[config.mk]
export PLATFORM = sky130hd
export DESIGN_NAME = seq_gen
export DESIGN_NICKNAME = d
export VERILOG_FILES = /design/src/rtl/seq_gen_pkg.sv /design/src/rtl/seq_bit_ctr.sv /design/src/rtl/seq_gen.sv
export SDC_FILE = /design/constraint.sdc
export NUM_CORES = 1
export LEC_CHECK = 0
export BUFFER_PORTS_ARGS = -buffer_cell sky130_fd_sc_hd__buf_4
export CORE_MARGIN = 2
export CORE_UTILIZATION = 51
export DETAILED_ROUTE_END_ITERATION = 8
export PLACE_DENSITY = 0.84
export SETUP_SLACK_MARGIN = 0.1
export SLEW_MARGIN = 30
export SYNTH_ARGS = -nofsm -noshare
export SYNTH_HDL_FRONTEND = slang
export SYNTH_HIERARCHICAL = 1
export SYNTH_SLANG_ARGS = --single-unit
[constraint.sdc]
create_clock -name clk -period 4.2 [get_ports clk]
set_input_delay 0.21 -clock clk [delete_from_list [all_inputs] [get_ports clk]]
set_output_delay 0.21 -clock clk [all_outputs]
set_load 0.03 [all_outputs]
[src/rtl/seq_gen_pkg.sv]
// rtl/seq_gen_pkg.sv - shared state encoding and default pattern for seq_gen and the pattern detectors
package seq_gen_pkg;

  localparam int          DEF_PAT_W = 4;
  localparam logic [3:0]  DEF_PAT   = 4'b1011;
  localparam int          DEF_CNT_W = 8;

  // PAR is only reachable with SEQ_GEN_PARITY_EN, but the encoding is fixed so detectors agree.
  typedef enum logic [1:0] {
    ST_IDLE  = 2'd0,
    ST_SHIFT = 2'd1,
    ST_PAR   = 2'd2,
    ST_DONE  = 2'd3
  } state_t;

endpackage

[src/rtl/seq_bit_ctr.sv]
// rtl/seq_bit_ctr.sv - bit-index and frame down-counters for seq_gen
module seq_bit_ctr #(
  parameter int PAT_W = 4,
  parameter int CNT_W = 8,
  parameter int IDX_W = 2
) (
  input  logic             clk,
  input  logic             rst_n,
  input  logic             load,
  input  logic [CNT_W-1:0] frames,
  input  logic             step,
  input  logic             next_frame,
  output logic [IDX_W-1:0] bit_idx,
  output logic             last_bit,
  output logic             last_frame
);

  logic [IDX_W-1:0] bit_q, bit_d;
  logic [CNT_W-1:0] frame_q, frame_d;

  // frame_q holds frames remaining after the one on the wire, so it never wraps.
  always_comb begin
    bit_d   = bit_q;
    frame_d = frame_q;
    if (load) begin
      bit_d   = IDX_W'(PAT_W - 1);
      frame_d = (frames == '0) ? '0 : frames - CNT_W'(1);
    end else if (next_frame) begin
      bit_d   = IDX_W'(PAT_W - 1);
      frame_d = frame_q - CNT_W'(1);
    end else if (step) begin
      bit_d   = bit_q - IDX_W'(1);
    end
  end

  always_ff @(posedge clk or negedge rst_n) begin
    if (!rst_n) begin
      bit_q   <= '0;
      frame_q <= '0;
    end else begin
      bit_q   <= bit_d;
      frame_q <= frame_d;
    end
  end

  assign bit_idx    = bit_q;
  assign last_bit   = (bit_q == '0);
  assign last_frame = (frame_q == '0);

endmodule

[src/rtl/seq_gen.sv]
// rtl/seq_gen.sv - serial pattern generator, MSB first, bursts of repeat_cnt frames
// Optional even-parity bit per frame when SEQ_GEN_PARITY_EN is defined.
module seq_gen
  import seq_gen_pkg::*;
#(
  parameter int               PAT_W = DEF_PAT_W,
  parameter logic [PAT_W-1:0] PAT   = DEF_PAT,
  parameter int               CNT_W = DEF_CNT_W
) (
  input  logic             clk,
  input  logic             rst_n,
  input  logic             start,
  input  logic             load_pat,
  input  logic [PAT_W-1:0] pat_in,
  input  logic [CNT_W-1:0] repeat_cnt,
  output logic             dout,
  output logic             dvalid,
  output logic             busy,
  output logic             done
);

  localparam int IDX_W = (PAT_W > 1) ? $clog2(PAT_W) : 1;

  state_t           state_q, state_d;
  logic [PAT_W-1:0] pat_q, pat_d;
  logic             dout_q, dout_d;
  logic             dvalid_q, dvalid_d;
  logic             busy_q, busy_d;
  logic             done_q, done_d;

  logic             ctr_load, ctr_step, ctr_next_frame;
  logic [IDX_W-1:0] bit_idx;
  logic             last_bit, last_frame;

  seq_bit_ctr #(.PAT_W(PAT_W), .CNT_W(CNT_W), .IDX_W(IDX_W)) u_ctr (
    .clk        (clk),
    .rst_n      (rst_n),
    .load       (ctr_load),
    .frames     (repeat_cnt),
    .step       (ctr_step),
    .next_frame (ctr_next_frame),
    .bit_idx    (bit_idx),
    .last_bit   (last_bit),
    .last_frame (last_frame)
  );

  // Outputs are computed for the next cycle so dout/dvalid line up with the state they describe.
  always_comb begin
    state_d        = state_q;
    pat_d          = pat_q;
    dout_d         = 1'b0;
    dvalid_d       = 1'b0;
    done_d         = 1'b0;
    ctr_load       = 1'b0;
    ctr_step       = 1'b0;
    ctr_next_frame = 1'b0;
    case (state_q)
      ST_IDLE: begin
        if (load_pat) pat_d = pat_in;
        if (start) begin
          ctr_load = 1'b1;
          if (repeat_cnt == '0) begin
            state_d = ST_DONE;
            done_d  = 1'b1;
          end else begin
            state_d  = ST_SHIFT;
            dvalid_d = 1'b1;
            dout_d   = pat_d[PAT_W-1];
          end
        end
      end
      ST_SHIFT: begin
        if (!last_bit) begin
          ctr_step = 1'b1;
          dvalid_d = 1'b1;
          dout_d   = pat_q[bit_idx - IDX_W'(1)];
        end
`ifdef SEQ_GEN_PARITY_EN
        else begin
          state_d  = ST_PAR;
          dvalid_d = 1'b1;
          dout_d   = ^pat_q;
        end
`else
        else if (!last_frame) begin
          ctr_next_frame = 1'b1;
          dvalid_d       = 1'b1;
          dout_d         = pat_q[PAT_W-1];
        end else begin
          state_d = ST_DONE;
          done_d  = 1'b1;
        end
`endif
      end
`ifdef SEQ_GEN_PARITY_EN
      ST_PAR: begin
        if (!last_frame) begin
          state_d        = ST_SHIFT;
          ctr_next_frame = 1'b1;
          dvalid_d       = 1'b1;
          dout_d         = pat_q[PAT_W-1];
        end else begin
          state_d = ST_DONE;
          done_d  = 1'b1;
        end
      end
`endif
      default: state_d = ST_IDLE;
    endcase
    busy_d = (state_d != ST_IDLE);
  end

  always_ff @(posedge clk or negedge rst_n) begin
    if (!rst_n) begin
      state_q  <= ST_IDLE;
      pat_q    <= PAT;
      dout_q   <= 1'b0;
      dvalid_q <= 1'b0;
      busy_q   <= 1'b0;
      done_q   <= 1'b0;
    end else begin
      state_q  <= state_d;
      pat_q    <= pat_d;
      dout_q   <= dout_d;
      dvalid_q <= dvalid_d;
      busy_q   <= busy_d;
      done_q   <= done_d;
    end
  end

  assign dout   = dout_q;
  assign dvalid = dvalid_q;
  assign busy   = busy_q;
  assign done   = done_q;

endmodule

After elaboration in Yosys (flattened, before gate mapping)
Cells that the tools add are included.
{ "op_classes": {"n_addsub": 3, "n_lt_le_gt_ge": 1, "n_eq_ne": 1, "n_mux": 35, "n_reduce_logical": 8} }
{ "op_table": {"columns": ["operator", "count"], "rows": [
  ["$mux W8", 3],
  ["$mux W1", 19],
  ["$logic_not A8 Y1", 2],
  ["$sub A8 B1 Y8 const B", 2],
  ["$mux W2", 7],
  ["$pmux W1 S2", 3],
  ["$logic_not A2 Y1", 2],
  ["$mux W4", 1],
  ["$pmux W2 S2", 1],
  ["$reduce_bool A2 Y1", 2],
  ["$lt A2 B3 Y1 const B", 1],
  ["$reduce_bool A3 Y1", 1],
  ["$bmux W1 S2", 1],
  ["$eq A2 B1 Y1 const B", 1],
  ["$reduce_and A2 Y1", 1],
  ["$sub A2 B1 Y2 const B", 1]
]} }
{ "totals": {"ff_bits": 20, "in_bits": 16, "out_inout_bits": 4} }

Longest topological paths before layout
Gate-level depths: netlist of run 1.
{ "logic_depth": {"ltp_word": 6, "depth_mapped": 9, "depth_no_buf": 8} }

Hierarchy
Netlist of run 1, hierarchy kept.
{ "by_module_without_submodules": {"columns": ["mod", "n_inst", "cells_each", "area_per_inst_um2", "seq_area_each_um2"], "rows": [
  ["seq_bit_ctr", 1, 82, 742.0, 250.2],
  ["seq_gen", 1, 41, 486.7, 254.0]
]} }

Worst setup path after synthesis of run 1
No wires, ideal clock.
{ "synth_timing": {"path_kind": "register to register", "start": "register u_ctr.frame_q[2]", "end": "register u_ctr.frame_q[5]", "setup_time_ns": 0.126, "arrival_time_ns": 2.098, "required_time_ns": 4.074, "setup_slack_ns": 1.976, "stages_incl_launch_ff": 8, "path_buffers": 1, "period_less_slack_ns": 2.224, "cell_sequence": "dfrtp_1 -> or4_1 -> nor4b_1 -> nor3b_1 -> clkbuf_1 -> or2_2 -> a31oi_1 -> o21ai_0"} }
{ "synth_between": {"elab_chain_cells": 5, "word_cells_on_any_way": 8, "cone_classes": "add/sub (1); mux (5); reduce/logical (2)"} }
{ "synth_rtl": {"columns": ["element", "line", "rtl"], "rows": [
  ["from (decl)", "seq_bit_ctr.sv:19", "logic [CNT_W-1:0] frame_q, frame_d;"],
  ["from (signal assigned)", "seq_bit_ctr.sv:42", "frame_q <= frame_d;"],
  ["$logic_not A8 Y1", "seq_bit_ctr.sv:48", "assign last_frame = (frame_q == '0);"],
  ["net last_frame", "seq_gen.sv:33", "logic last_bit, last_frame;"],
  ["$mux W1", "seq_gen.sv:85", "else if (!last_frame) begin"],
  ["$mux W1", "seq_gen.sv:73", "if (!last_bit) begin"],
  ["$mux W1", "seq_gen.sv:57", "case (state_q)"],
  ["net ctr_next_frame", "seq_gen.sv:31", "logic ctr_load, ctr_step, ctr_next_frame;"],
  ["$reduce_bool A2 Y1 (no source line)", null, null]
]} }
The timed path passes the listed nets, and every way through them passes these cells. The select of a mux whose other input is x is not followed.
A chain may end at the register's enable or synchronous reset.

Worst setup path in the final report of run 1
{ "layout_timing": {"start": "register u_ctr.frame_q[3]", "end": "register u_ctr.frame_q[5]"} }
Same word-level chain as after synthesis.

==> metrics.txt, run 1 <==
# TYPE chip_impl_metric gauge
chip_impl_info{name="result_of_the_run",value="completed"} 1
chip_impl_metric{name="cts.sink_count",unit=""} 20
chip_impl_metric{name="yosys_register_bits",unit=""} 20
chip_impl_metric{name="port_buffers",unit=""} 19
chip_impl_metric{name="dieHeight",unit="µm"} 53.09
chip_impl_metric{name="postSynthNetCount",unit=""} 144
chip_impl_metric{name="wire_length_of_the_first_global_routing_pass",unit="µm"} 4105
chip_impl_metric{name="ioPinCount",unit=""} 20
chip_impl_metric{name="dpl.cell_count",unit=""} 168
chip_impl_metric{name="finalWirelength",unit="µm"} 2389
chip_impl_metric{name="yosys.cell_types.count",unit=""} 36
chip_impl_info{name="critical_path.top_delay_family",value="simple AND/OR/NAND/NOR gates"} 1
chip_impl_metric{name="grt_max_degree",unit=""} 21
chip_impl_metric{name="post_drt_via_cell_ratio",unit=""} 5.618
chip_impl_metric{name="floorplan.core_area",unit="µm²"} 2255
chip_impl_metric{name="path_max_fanout",unit=""} 9
chip_impl_info{name="timing.rr.end",value="u_ctr/frame_q[5]"} 1
chip_impl_metric{name="drt-pass1-iter-count",unit=""} 4
chip_impl_metric{name="post-route-period-util",unit="%"} 58.68
chip_impl_info{name="launch_point_of_the_worst_hold_path",value="pat_in[0]"} 1
chip_impl_metric{name="core.rowCount",unit=""} 17
chip_impl_info{name="yosys_top_cell_by_area",value="dfrtp_1"} 1
chip_impl_metric{name="max-vdd-ir-drop",unit="mV"} 0.2042
chip_impl_metric{name="max-cap-violations",unit=""} 0
chip_impl_metric{name="cts_hold_buf",unit=""} 1
chip_impl_info{name="startpoint_class_of_the_critical_path",value="flop"} 1
chip_impl_metric{name="cts.reportedPaths.clkPinSlew",unit="ns"} 0.11
chip_impl_metric{name="crit_arrival",unit="ns"} 2.66
chip_impl_metric{name="die-area",unit="µm²"} 2818
chip_impl_metric{name="nets",unit=""} 167
chip_impl_metric{name="cts_repair_resize_count",unit=""} 0
chip_impl_info{name="synthTopCellsByArea",value="dfrtp_1 35%, dfstp_2 6.4%, mux2i_1 5.7%, ha_1 5.1%, mux2_4 4.9%"} 1
chip_impl_metric{name="timing.final.max_slew_violations",unit=""} 0
chip_impl_info{name="layout.cells.most_common_list",value="19 x buf_4, 17 x dfrtp_1, 14 x nor2_1"} 1
chip_impl_metric{name="clkLatencyLatePin",unit="ns"} 0.30
chip_impl_metric{name="count_of_nets_left_with_antenna_violations_after_detail_routing",unit=""} 0
chip_impl_metric{name="pre_cts_slack",unit="ns"} 1.838
chip_impl_metric{name="max_freq",unit="MHz"} 405.8
chip_impl_metric{name="grt-ovfl-total",unit=""} 0
chip_impl_metric{name="finalSetupViolCount",unit=""} 0
chip_impl_metric{name="n_antenna_cell",unit=""} 0
chip_impl_metric{name="path_buf_inv",unit=""} 0
chip_impl_info{name="worst_hold_path.endpoint",value="pat_q[0]"} 1
chip_impl_metric{name="dp_hpwl",unit="µm"} 1811
chip_impl_metric{name="hold_viol_final",unit=""} 0
chip_impl_metric{name="fill_count",unit=""} 204
chip_impl_metric{name="vias",unit=""} 972
chip_impl_metric{name="track_usage",unit="%"} 20.11
chip_impl_metric{name="powerDensity",unit="nW/µm²"} 477.0
chip_impl_metric{name="reg2reg_setup_slack",unit="ns"} 1.74
chip_impl_info{name="grt_setup_unrepaired",value="no"} 1
chip_impl_metric{name="yosys.area.top_type_share",unit="%"} 34.62
chip_impl_metric{name="ys_warn_count",unit=""} 6
chip_impl_metric{name="post_cts.repair.setup_buffers",unit=""} 0
chip_impl_metric{name="clock_tree_buffer_depth",unit=""} 2
chip_impl_info{name="layout_commonest_cell",value="buf_4"} 1
chip_impl_metric{name="synth_area",unit="µm²"} 1229
chip_impl_info{name="crit_path_end_kind",value="flop"} 1
chip_impl_metric{name="detail_route.wl_per_cell",unit="µm"} 13.81
chip_impl_info{name="critical_path.slowest_cell",value="or4_1"} 1
chip_impl_metric{name="placement.cell_area",unit="µm²"} 1399
chip_impl_metric{name="ff2ff_path_depth",unit=""} 6
chip_impl_metric{name="drive_gt1_share",unit="%"} 26.21
chip_impl_info{name="r2r_start",value="u_ctr/frame_q[3]"} 1
chip_impl_metric{name="grt_antenna_before_repair",unit=""} 0
chip_impl_metric{name="worst_slew_pin_slew",unit="ns"} 0.8936
chip_impl_metric{name="final_area",unit="µm²"} 1445
chip_impl_metric{name="finish.cell_count_without_fillers",unit=""} 173
chip_impl_metric{name="finalWorstPathRequiredPeriod",unit="ns"} 2.464
chip_impl_metric{name="drt_first_iter_violations",unit=""} 24
chip_impl_metric{name="portion_of_the_post_synthesis_area_used_by_sequential_elements",unit="%"} 41.04
chip_impl_metric{name="timing.setup.tns",unit="ns"} 0
chip_impl_metric{name="final_critical_path_setup_slack",unit="ns"} 1.736
chip_impl_metric{name="remaining_drc_errors",unit=""} 0
chip_impl_metric{name="grt_pass1_vias",unit=""} 970
chip_impl_metric{name="post_synth_inst_count",unit=""} 123
chip_impl_info{name="crit_path_cell_trace",value="or4_1, nor4b_1, nor3b_1, or2_2, a31oi_1, o21ai_0"} 1
chip_impl_metric{name="initial_utilization",unit="%"} 54.49
chip_impl_metric{name="die_w",unit="µm"} 53.09
chip_impl_metric{name="path_depth",unit=""} 6
chip_impl_metric{name="postSynthAreaPerCell",unit="µm²"} 9.989
chip_impl_metric{name="htree_levels",unit=""} 1
chip_impl_metric{name="cts_buffers",unit=""} 3
chip_impl_info{name="min-delay-path-class",value="input port to flop"} 1
chip_impl_info{name="clock-root-buffer",value="clkbuf_4"} 1
chip_impl_info{name="critical_path_class",value="flop to flop"} 1
chip_impl_metric{name="clock_skew",unit="ns"} 0.002051
chip_impl_metric{name="gpl.final_weighted_congestion",unit=""} 0.8109
chip_impl_metric{name="relSlewSlack",unit="%"} 40.30
chip_impl_metric{name="holdPathStages",unit=""} 2
chip_impl_metric{name="leakage",unit="nW"} 0.6456
chip_impl_metric{name="max_stage_delay",unit="ns"} 0.56
chip_impl_info{name="tritoncts",value="done"} 1
chip_impl_metric{name="area_growth",unit="%"} 17.62
chip_impl_metric{name="timing.critical_path.required",unit="ns"} 4.40
-- final cells by class --
type                       instances  area (µm²)  area share [%]
clock buffer                       4       36.28           2.511
multi-input combinational         91       679.4           47.01
sequential                        20       504.2           34.89
inverter                          10       37.54           2.597
timing repair buffer              20       152.6           10.56
tap                               28       35.03           2.424
-- where the power goes --
group	internal, mW	total [mW]	leakage, nW	switching [mW]
combinational	0.129	0.265	0.396	0.136
clock	0.0529	0.112	0.0210	0.0587
sequential	0.259	0.312	0.229	0.0532
total	0.441	0.689	0.646	0.248
-- cell families after synthesis --
logic type	share of synthesized area, %
DFF	41.04
adders and majority gates	5.092
AOI/OAI and AO/OA	14.77
xor gates and xnor gates	4.990
muxes	10.59
and+or+nand+nor	19.86
buffers and inverters	3.667
-- per-layer routing --
layer,track usage (%),part of all wire [%],up-vias
met2,36.25,49,29
met1,24.06,45,456
met4,8.974,1.2,0
li1,-,-,483
met5,0,0,-
met3,1.695,4.6,4
-- state kept, by name, summed over array words and instances (netlist names) --
| register | count |
|---|---|
| busy | 1 |
| u_ctr/frame_q | 8 |
| dvalid | 1 |
| dout | 1 |
| state_q | 2 |
| u_ctr/bit_idx | 2 |
| done | 1 |
| pat_q | 4 |
-- Yosys cell counts --
master / n
o41ai_4: 1
nand2b_4: 1
o21a_1: 2
nor4_1: 4
or4_1: 2
inv_1: 10
nor2_2: 1
or4_4: 1
clkbuf_1: 2
a21oi_1: 4
mux2_4: 4
dfstp_2: 3
a31o_2: 1
nor3_1: 2
nor2_1: 14
or2_2: 1
o22ai_1: 4
xor2_1: 2
nor3b_1: 2
and2_4: 2
a31oi_1: 1
nand4_1: 1
dfrtp_1: 17
ha_1: 5
a21o_1: 1
nand3_1: 1
nand2_1: 8
nor4b_1: 2
xnor2_1: 5
o21ai_0: 5
or3_1: 1
mux2i_1: 7
nand2b_1: 1
a41o_1: 2
a311oi_1: 1
a2bb2oi_1: 2
-- metrics by stage --
step / hold WS [ns] / util [%] / power, mW
final: 0.1297 / 64.10 / 0.6893
after global routing: 0.1256 / 64.10 / 0.7378
after CTS: 0.1225 / 64.10 / 0.6892
after detailed placement: 0.09896 / 62.04 / 0.5755
after global placement: 0.09538 / 62.04 / 0.5623
after floorplan: -0.08559 / - / 0.5027
-- worst max path at each step --
| stage | slack [ns] | endpoint | startpoint |
|---|---|---|---|
| finish | 1.74 | u_ctr/frame_q[5] | u_ctr/frame_q[3] |
| global route | 1.55 | u_ctr/frame_q[5] | u_ctr/frame_q[2] |
| CTS | 1.80 | u_ctr/frame_q[5] | u_ctr/frame_q[3] |
| detailed placement | 1.84 | u_ctr/frame_q[5] | u_ctr/frame_q[3] |
| global placement | 1.91 | u_ctr/frame_q[5] | u_ctr/frame_q[3] |
| floorplan | 1.98 | u_ctr/frame_q[5] | u_ctr/frame_q[2] |
Note: power is estimated with default switching activity, not from simulation.
==> run 2: changes to the inputs <==
--- a/config.mk
+++ b/config.mk
@@ -7,9 +7,9 @@
 export LEC_CHECK = 0
 export BUFFER_PORTS_ARGS = -buffer_cell sky130_fd_sc_hd__buf_4
 export CORE_MARGIN = 2
-export CORE_UTILIZATION = 51
+export CORE_UTILIZATION = 50
 export DETAILED_ROUTE_END_ITERATION = 8
-export PLACE_DENSITY = 0.84
+export PLACE_DENSITY = 0.86
 export SETUP_SLACK_MARGIN = 0.1
 export SLEW_MARGIN = 30
 export SYNTH_ARGS = -nofsm -noshare
==> constraint.sdc (replaced) <==
create_clock -name clk -period 2.05 [get_ports clk]
set_input_delay 0.1025 -clock clk [delete_from_list [all_inputs] [get_ports clk]]
set_output_delay 0.1025 -clock clk [all_outputs]
set_load 0.03 [all_outputs]
==> metrics.txt, run 2 (synthesis results as in run 1) <==
# TYPE chip_impl_metric gauge
chip_impl_metric{name="area_growth",unit="%"} 27.90
chip_impl_info{name="clock-root-buffer",value="clkbuf_4"} 1
chip_impl_info{name="regMostFlops",value="u_ctr/frame_q"} 1
chip_impl_metric{name="remaining_drc_errors",unit=""} 0
chip_impl_metric{name="htree_levels",unit=""} 1
chip_impl_metric{name="grt_pass1_vias",unit=""} 1043
chip_impl_metric{name="timing.critical_path.required",unit="ns"} 2.25
chip_impl_info{name="grt_setup_unrepaired",value="yes"} 1
chip_impl_metric{name="clock_tree_buffer_depth",unit=""} 2
chip_impl_metric{name="grt_antenna_before_repair",unit=""} 0
chip_impl_metric{name="gpl.final_weighted_congestion",unit=""} 0.8911
chip_impl_metric{name="count_of_nets_left_with_antenna_violations_after_detail_routing",unit=""} 0
chip_impl_metric{name="seq_power_share",unit="%"} 40.7
chip_impl_metric{name="drive_gt1_share",unit="%"} 37.01
chip_impl_metric{name="max_freq",unit="MHz"} 513.0
chip_impl_metric{name="clock_skew",unit="ns"} 0.008048
chip_impl_info{name="layout.cells.most_common_list",value="28 x buf_4, 17 x dfrtp_1, 12 x nor2_1"} 1
chip_impl_metric{name="finalWorstPathRequiredPeriod",unit="ns"} 1.949
chip_impl_metric{name="floorplan.core_area",unit="µm²"} 2276
chip_impl_metric{name="leakage",unit="nW"} 0.7075
chip_impl_metric{name="ioPinCount",unit=""} 20
chip_impl_metric{name="max-cap-violations",unit=""} 0
chip_impl_metric{name="relSlewSlack",unit="%"} 65.13
chip_impl_metric{name="cts.reportedPaths.clkPinSlew",unit="ns"} 0.11
chip_impl_metric{name="clkLatencyLatePin",unit="ns"} 0.31
chip_impl_info{name="critical_path_class",value="flop to flop"} 1
chip_impl_metric{name="n_antenna_cell",unit=""} 0
chip_impl_info{name="crit_path_end_kind",value="flop"} 1
chip_impl_metric{name="powerDensity",unit="nW/µm²"} 1011
chip_impl_info{name="result_of_the_run",value="completed"} 1
chip_impl_info{name="critical_path.slowest_cell",value="or4_4"} 1
chip_impl_metric{name="worst_hold_slack",unit="ns"} 0.02065
chip_impl_metric{name="worst_slew_pin_slew",unit="ns"} 0.5190
chip_impl_metric{name="grt_max_degree",unit=""} 21
chip_impl_info{name="reg.largest.list",value="u_ctr/frame_q x8, pat_q x4"} 1
chip_impl_info{name="startpoint_class_of_the_critical_path",value="flop"} 1
chip_impl_metric{name="vias",unit=""} 1077
chip_impl_metric{name="drt-pass1-iter-count",unit=""} 4
chip_impl_metric{name="grt-ovfl-total",unit=""} 0
chip_impl_metric{name="dp_hpwl",unit="µm"} 2090
chip_impl_metric{name="track_usage",unit="%"} 23.13
chip_impl_info{name="crit_path_cell_trace",value="or4_4, nor4b_4, nor3b_4, or2_4, a31oi_1, o21ai_1"} 1
chip_impl_metric{name="cts.sink_count",unit=""} 20
chip_impl_metric{name="switching_power",unit="µW"} 589.7
chip_impl_metric{name="power.internal",unit="µW"} 998.7
chip_impl_metric{name="cts_buffers",unit=""} 3
chip_impl_info{name="tritoncts",value="done"} 1
chip_impl_info{name="critical_path.top_delay_family",value="simple AND/OR/NAND/NOR gates"} 1
chip_impl_info{name="layout_commonest_cell",value="buf_4"} 1
chip_impl_metric{name="path_buf_inv",unit=""} 0
chip_impl_metric{name="finalWirelength",unit="µm"} 2816
chip_impl_metric{name="timing.final.max_slew_violations",unit=""} 0
chip_impl_metric{name="post_drt_via_cell_ratio",unit=""} 5.918
chip_impl_metric{name="finalSetupViolCount",unit=""} 0
chip_impl_metric{name="drt_first_iter_violations",unit=""} 23
chip_impl_metric{name="dieHeight",unit="µm"} 53.57
chip_impl_metric{name="p_clk_share",unit="%"} 14.8
chip_impl_info{name="min-delay-path-class",value="input port to flop"} 1
chip_impl_metric{name="report.power.total",unit="mW"} 1.588
chip_impl_metric{name="core.rowCount",unit=""} 17
chip_impl_metric{name="nets",unit=""} 176
chip_impl_metric{name="die-area",unit="µm²"} 2870
chip_impl_metric{name="max_stage_delay",unit="ns"} 0.56
chip_impl_metric{name="power.switching_fraction",unit="%"} 37.13
chip_impl_metric{name="path_max_fanout",unit=""} 7
chip_impl_metric{name="wire_length_of_the_first_global_routing_pass",unit="µm"} 4595
chip_impl_metric{name="post-route-period-util",unit="%"} 95.09
chip_impl_metric{name="final_critical_path_setup_slack",unit="ns"} 0.1006
chip_impl_metric{name="die_w",unit="µm"} 53.57
chip_impl_metric{name="largest_register_ff_count",unit=""} 8
chip_impl_metric{name="detail_route.wl_per_cell",unit="µm"} 15.47
chip_impl_metric{name="crit_arrival",unit="ns"} 2.15
chip_impl_metric{name="pre_cts_slack",unit="ns"} 0.01717
chip_impl_metric{name="port_buffers",unit=""} 19
chip_impl_metric{name="max-vdd-ir-drop",unit="mV"} 0.6560
chip_impl_metric{name="timing.setup.tns",unit="ns"} 0
chip_impl_metric{name="p_comb_share",unit="%"} 44.5
chip_impl_metric{name="initial_utilization",unit="%"} 53.99
chip_impl_metric{name="hold_viol_final",unit=""} 0
## run 2: changes by cell type in the layout (fill, tap and decap cells not counted), moves of 2 or more
cell     previous run  this run
buf_4              19        28
nor2_1             14        12
nor2_2              1         3
o22ai_1             4         2
o22ai_2             0         2
## run 2: worst paths after layout
check                                      start                to  slack [ns]  cells after the start
worst min-delay path                   pat_in[1]          pat_q[1]        0.02                      2
max in group asynchronous                  rst_n          pat_q[0]        1.58                      2
min in group asynchronous                  rst_n        state_q[0]        0.19                      2
worst min register to register          pat_q[2]          pat_q[2]        0.53                      1
worst max register to register  u_ctr/frame_q[5]  u_ctr/frame_q[5]        0.10                      6
worst max-delay path            u_ctr/frame_q[5]  u_ctr/frame_q[5]        0.10                      6
## run 2: power by group through the flow
stage          registers, mW  clock network, mW  logic (mW)
2_1_floorplan          0.649                  0       0.431
3_3_place_gp           0.640                  0       0.604
3_5_place_dp           0.651                  0       0.639
4_1_cts                0.645              0.235       0.663
5_1_grt                0.657              0.260       0.784
6_report               0.646              0.235       0.707
## run 2: per-layer routing
metal | track usage (%) | share of wire (%)
met5 | 0 | 0
met4 | 14.96 | 3.9
met3 | 3.333 | 3.6
met2 | 39.92 | 52
met1 | 26.63 | 40
## run 2: area by class of cell
| class | count | area [µm²] |
|---|---|---|
| Multi-Input combinational cell | 91 | 738.2 |
| Fill cell | 159 | 704.4 |
| Sequential cell | 20 | 504.2 |
| Timing Repair Buffer | 29 | 220.2 |
| Inverter | 10 | 37.54 |
| Clock buffer | 4 | 36.28 |
| Tap cell | 28 | 35.03 |
## run 2: metrics by stage
stage / cell area (µm²) / instances / util, %
after floorplan: 1254 / 123 / -
after global placement: 1473 / 175 / 64.71
after detailed placement: 1473 / 175 / 64.71
after CTS: 1539 / 180 / 67.62
after global routing: 1572 / 182 / 69.05
final: 1572 / 182 / 69.05
## run 2: timing repair
action	in CTS	in global routing
pin swaps	3	8
endpoints found under the hold margin	20	0
hold buffers	1	0
gates resized for setup	4	5
endpoints found under the setup margin	10	11
setup buffers	0	2
